`config.mk`:
```
export PLATFORM = sky130hd
export DESIGN_NAME = soc_system_sysid_ext
export DESIGN_NICKNAME = d
export VERILOG_FILES = /design/src/rtl/soc_system_sysid_ext.sv
export SDC_FILE = /design/constraint.sdc
export NUM_CORES = 1
export LEC_CHECK = 0
export CORE_MARGIN = 5
export CORE_UTILIZATION = 35
export CTS_BUF_LIST = sky130_fd_sc_hd__clkbuf_8
export CTS_CLUSTER_SIZE = 24
export DETAILED_ROUTE_END_ITERATION = 10
export PLACE_DENSITY = 0.56
export SLEW_MARGIN = 20
export SYNTH_ARGS = -nofsm -noshare
export SYNTH_HDL_FRONTEND = slang
export SYNTH_SLANG_ARGS = --single-unit
```
`constraint.sdc`:
```
create_clock -name clock -period 2.9 [get_ports clock]
set_input_delay 0.58 -clock clock [delete_from_list [all_inputs] [get_ports clock]]
set_output_delay 0.58 -clock clock [all_outputs]
set_load 0.01 [all_outputs]
```
`src/rtl/soc_system_sysid_ext.sv`:
```
// System ID / build-info register block with scratch words and optional
// 64-bit uptime counter (enabled by SOC_SYSTEM_SYSID_UPTIME_EN).
module soc_system_sysid_ext #(
  parameter logic [31:0] SYSTEM_ID   = 32'h0000_1110,
  parameter logic [31:0] TIMESTAMP   = 32'd1546432878,
  parameter logic [31:0] VERSION     = 32'h0001_0000,
  parameter int          NUM_SCRATCH = 4
) (
  input  logic        clock,
  input  logic        reset_n,
  input  logic [3:0]  address,
  input  logic        read,
  input  logic        write,
  input  logic [31:0] writedata,
  input  logic [3:0]  byteenable,
  output logic [31:0] readdata,
  output logic        readdatavalid
);

  logic [31:0] scratch [NUM_SCRATCH];
  logic [31:0] up_lo;
  logic [31:0] up_hi;
  logic [31:0] ctrl_rd;
  logic [31:0] rd_mux;

`ifdef SOC_SYSTEM_SYSID_UPTIME_EN
  localparam logic UP_BIT = 1'b1;

  logic [63:0] cnt;
  logic [31:0] hi_sh;
  logic        freeze;
  logic        ctrl_wr;
  logic        clr;

  assign ctrl_wr = write && (address == 4'd6);
  assign clr     = ctrl_wr && writedata[0];

  // Clear wins over increment; FREEZE only gates increment.
  always_ff @(posedge clock or negedge reset_n) begin
    if (!reset_n) begin
      cnt <= '0;
    end else if (clr) begin
      cnt <= '0;
    end else if (!freeze) begin
      cnt <= cnt + 64'd1;
    end
  end

  always_ff @(posedge clock or negedge reset_n) begin
    if (!reset_n) begin
      freeze <= 1'b0;
    end else if (ctrl_wr && byteenable[0]) begin
      freeze <= writedata[1];
    end
  end

  // Reading LO snapshots HI so a LO/HI pair is coherent.
  always_ff @(posedge clock or negedge reset_n) begin
    if (!reset_n) begin
      hi_sh <= '0;
    end else if (read && (address == 4'd4)) begin
      hi_sh <= cnt[63:32];
    end
  end

  assign up_lo   = cnt[31:0];
  assign up_hi   = hi_sh;
  assign ctrl_rd = {30'd0, freeze, 1'b0};
`else
  localparam logic UP_BIT = 1'b0;

  assign up_lo   = '0;
  assign up_hi   = '0;
  assign ctrl_rd = '0;
`endif

  localparam logic [31:0] CAPS =
    {24'd0, 4'(NUM_SCRATCH), 3'd0, UP_BIT};

  always_ff @(posedge clock or negedge reset_n) begin
    if (!reset_n) begin
      for (int i = 0; i < NUM_SCRATCH; i++) begin
        scratch[i] <= '0;
      end
    end else if (write) begin
      for (int i = 0; i < NUM_SCRATCH; i++) begin
        if (address == 4'(8 + i)) begin
          for (int b = 0; b < 4; b++) begin
            if (byteenable[b]) begin
              scratch[i][8*b +: 8] <= writedata[8*b +: 8];
            end
          end
        end
      end
    end
  end

  always_comb begin
    rd_mux = '0;
    case (address)
      4'd0:    rd_mux = SYSTEM_ID;
      4'd1:    rd_mux = TIMESTAMP;
      4'd2:    rd_mux = VERSION;
      4'd3:    rd_mux = CAPS;
      4'd4:    rd_mux = up_lo;
      4'd5:    rd_mux = up_hi;
      4'd6:    rd_mux = ctrl_rd;
      default: rd_mux = '0;
    endcase
    for (int i = 0; i < NUM_SCRATCH; i++) begin
      if (address == 4'(8 + i)) begin
        rd_mux = scratch[i];
      end
    end
  end

  always_ff @(posedge clock or negedge reset_n) begin
    if (!reset_n) begin
      readdata      <= '0;
      readdatavalid <= 1'b0;
    end else begin
      readdatavalid <= read;
      if (read) begin
        readdata <= rd_mux;
      end
    end
  end

endmodule

```
==> impl_metrics.json <==
{
  "grt.busiest_layer": "met2",
  "grt_max_degree": 80,
  "rr_worst_depth": 2,
  "ys_async_sr_fraction": 1.000,
  "vias_per_cell": 5.012,
  "syn_nets": 595,
  "setup_violations": 0,
  "ys_seq_elements": 161,
  "finalPower_mw": 5.631,
  "worstSetupStartpointType": "input port",
  "clkLatencyLatePin_ns": 0.46,
  "portBuffers": 76,
  "fin_crit_sh": 0.7650,
  "p_comb_frac": 0.188,
  "p_leak_nw": 4.299,
  "htree_levels": 4,
  "use_met1": 0.2011,
  "synth_area_sq_um": 7712,
  "drtPass1Iterations": 4,
  "ys_types": 39,
  "synth_largest_area_cell": "dfrtp_1",
  "synth_cells": 551,
  "vias": 4696,
  "grt_pass1_vias": 5146,
  "clock.fmax_ghz": 0.4508,
  "ios": 77,
  "synth-simple-area-share": 0.1080,
  "fp.dieH_um": 158.4,
  "die-area_sq_um": 25100,
  "muxShareOfSynthArea": 0.2482,
  "cp-startpoint": "address[3]",
  "cts_made_buffers": 17,
  "status": "complete, no violations",
  "max-slew-margin-rel": 0.5567,
  "hold_viol_final": 0,
  "crit_path_max_fanout": 9,
  "switchingPower_mw": 1.448,
  "dp_hpwl_mm": 12.82,
  "rsz0062_at_grt": "no",
  "period_minus_slack_ns": 2.219,
  "dpl.cell_count": 905,
  "synth_compound_area_frac": 0.09491,
  "yosysTopAreaCellShare": 0.5224,
  "pwr-share-seq": 0.507,
  "filler_cell_count": 2011,
  "initial_core_util": 0.3545,
  "wl_per_cell_um": 19.88,
  "design_area_sq_um": 9285,
  "synth_xor_area_frac": 0,
  "avgSynthCellArea_sq_um": 14.00,
  "endpoint_kind": "flop",
  "grt_pass1_wl_mm": 29.61,
  "wl_mm": 18.63,
  "ys_warn_count": 0,
  "cts-root-buf": "clkbuf_8",
  "drive_gt1_frac": 0.2983,
  "clock-sinks": 161,
  "worst_pin_slew_ns": 0.6649,
  "cts_hold_buf": 0,
  "stdcell_count": 937,
  "gr-total-overflow": 0,
  "critPathRequiredTime_ns": 3.20,
  "syn_to_final_growth_pct": 20.39,
  "routabilityCongestion": 0.7726,
  "synth-edff-count": 0,
  "crit_type": "input port to flop",
  "clk_pin_slew_worst_paths_ns": 0.09,
  "coreArea_sq_um": 21760,
  "regToRegSetupSlack_ns": 1.69,
  "cts_setup_buffers": 0,
  "die_x_um": 158.4,
  "grt_use_met2": 0.2571,
  "cts_max_path_buffers": 2,
  "synth-adder-area-share": 0,
  "seq_area_frac_synth": 0.5224,
  "drc": 0,
  "drv_slew": 0,
  "clock-skew-final_ns": 0.01069,
  "reg2reg_from": "scratch[23]$_DFFE_PN0P_",
  "synth_top_family_by_area": "multiplexers",
  "power_frac_clock": 0.305,
  "swShare": 0.2572,
  "use_met3": 0.04159,
  "setup_tns_ns": 0,
  "synthTopCellsByArea": "dfrtp_1 52%, mux2_4 22%, nor2_8 4.2%",
  "nNetsFinal": 688,
  "cts_resized": 0,
  "hold_path.class": "input port to asynchronous set/reset pin",
  "drtIter0Drc": 221,
  "utilization": 0.4268,
  "drv_cap": 0,
  "p_per_area_nw_per_um2": 606.4,
  "cp.arrival_ns": 2.52,
  "ir_worst_vdd_v": 0.0002205,
  "row_count": 54,
  "num_antenna_cells": 0,
  "antenna_found_initial": 0,
  "final_antenna_net_count": 0,
  "p_int_mw": 4.182,
  "cts_tree": "done",
  "grtUsageTotal": 0.1550,
  "synth_flop_cell": "dfrtp_1",
  "placed_area_sq_um": 8879
}
[critical path: stages]
cell and delay, ns:
clkdlybuf4s50_1 0.61, buf_4 0.21, or2b_1 0.28, or3_1 0.42, buf_4 0.21, o22ai_1 0.15, a31oi_1 0.06
[path summary, 6_finish.rpt]
kind	end
min reg2reg	scratch[69]$_DFFE_PN0P_
min	scratch[51]$_DFFE_PN0P_
max	readdata[2]$_DFFE_PN0P_
max in group asynchronous	readdata[13]$_DFFE_PN0P_
min in group clock	scratch[69]$_DFFE_PN0P_
max reg2reg	readdata[23]$_DFFE_PN0P_
[registers in the layout, summed over array words and instances, names as in the netlist]
register / cells
readdata: 32
scratch: 128
readdatavalid: 1
[layout by cell type (no fill, tap or decap), types with 2 or more instances in the layout]
cell type,netlist,layout
clkinvlp_4,0,2
clkdlybuf4s50_1,0,73
o22ai_1,16,16
clkinv_2,0,4
nor2b_1,3,3
nand2_1,30,30
mux2i_1,3,3
nand2b_1,26,26
nor2_1,13,13
o221ai_1,2,2
o2bb2ai_1,4,4
o21ai_0,29,29
buf_2,7,2
o2111ai_1,11,11
nor2_8,16,16
mux2_4,112,112
a211oi_1,2,2
bufinv_16,0,3
nand3_4,4,4
or2b_1,4,4
dfrtp_1,161,161
a31oi_1,28,28
clkbuf_8,0,19
nand3_1,2,2
a22o_1,14,14
mux2_1,16,16
buf_4,4,26
inv_1,14,17
[synth_stat cells (2+ instances only)]
cell type	count
a211oi_1	2
a22o_1	14
a31oi_1	28
buf_2	7
buf_4	4
clkbuf_1	15
dfrtp_1	161
inv_1	14
mux2_1	16
mux2_4	112
mux2i_1	3
nand2_1	30
nand2b_1	26
nand3_1	2
nand3_4	4
nor2_1	13
nor2_8	16
nor2b_1	3
o2111ai_1	11
o21ai_0	29
o221ai_1	2
o22ai_1	16
o2bb2ai_1	4
or2b_1	4
[layer usage]
layer	wire length [um]	vias up
met3	807	12
li1	-	2181
met2	9194	94
met1	8407	2409
met4	223	0
met5	0	-
[kinds of logic (layout without fill, tap and decap cells)]
family | after synthesis | count (layout)
DFF | 161 | 161
muxes | 132 | 132
and+or+nand+nor | 106 | 106
buffers and inverters | 43 | 149
AOI/OAI and AO/OA | 109 | 109
[layout make-up]
cell class / count / area (sq um) / share of cell area
clock buffers: 19 / 261.5 / 0.02816
clock inverters: 13 / 145.1 / 0.01563
inverters: 14 / 52.55 / 0.005660
multi-input cells: 347 / 3480 / 0.3747
flip-flops and latches: 161 / 4029 / 0.4339
well taps: 280 / 350.3 / 0.03773
repair buffers: 103 / 967.2 / 0.1042
[stage by stage]
stage	hold WS, ns	setup WS, ns
2_1_floorplan	0.2844	1.022
4_1_cts	0.08996	0.7166
3_3_place_gp	0.4581	0.1853
3_5_place_dp	0.4671	0.2240
6_report	0.07563	0.6815
5_1_grt	0.09849	0.6367
[power groups by stage]
stage / registers [mW] / clock network, mW / logic [mW]
floorplan: 2.84 / 0 / 0.715
global placement: 2.87 / 0 / 1.04
detailed placement: 2.89 / 0 / 1.07
CTS: 2.85 / 1.76 / 1.08
global route: 2.90 / 1.86 / 1.15
finish: 2.86 / 1.72 / 1.06
No activity file was read; power rests on OpenSTA's default activity.
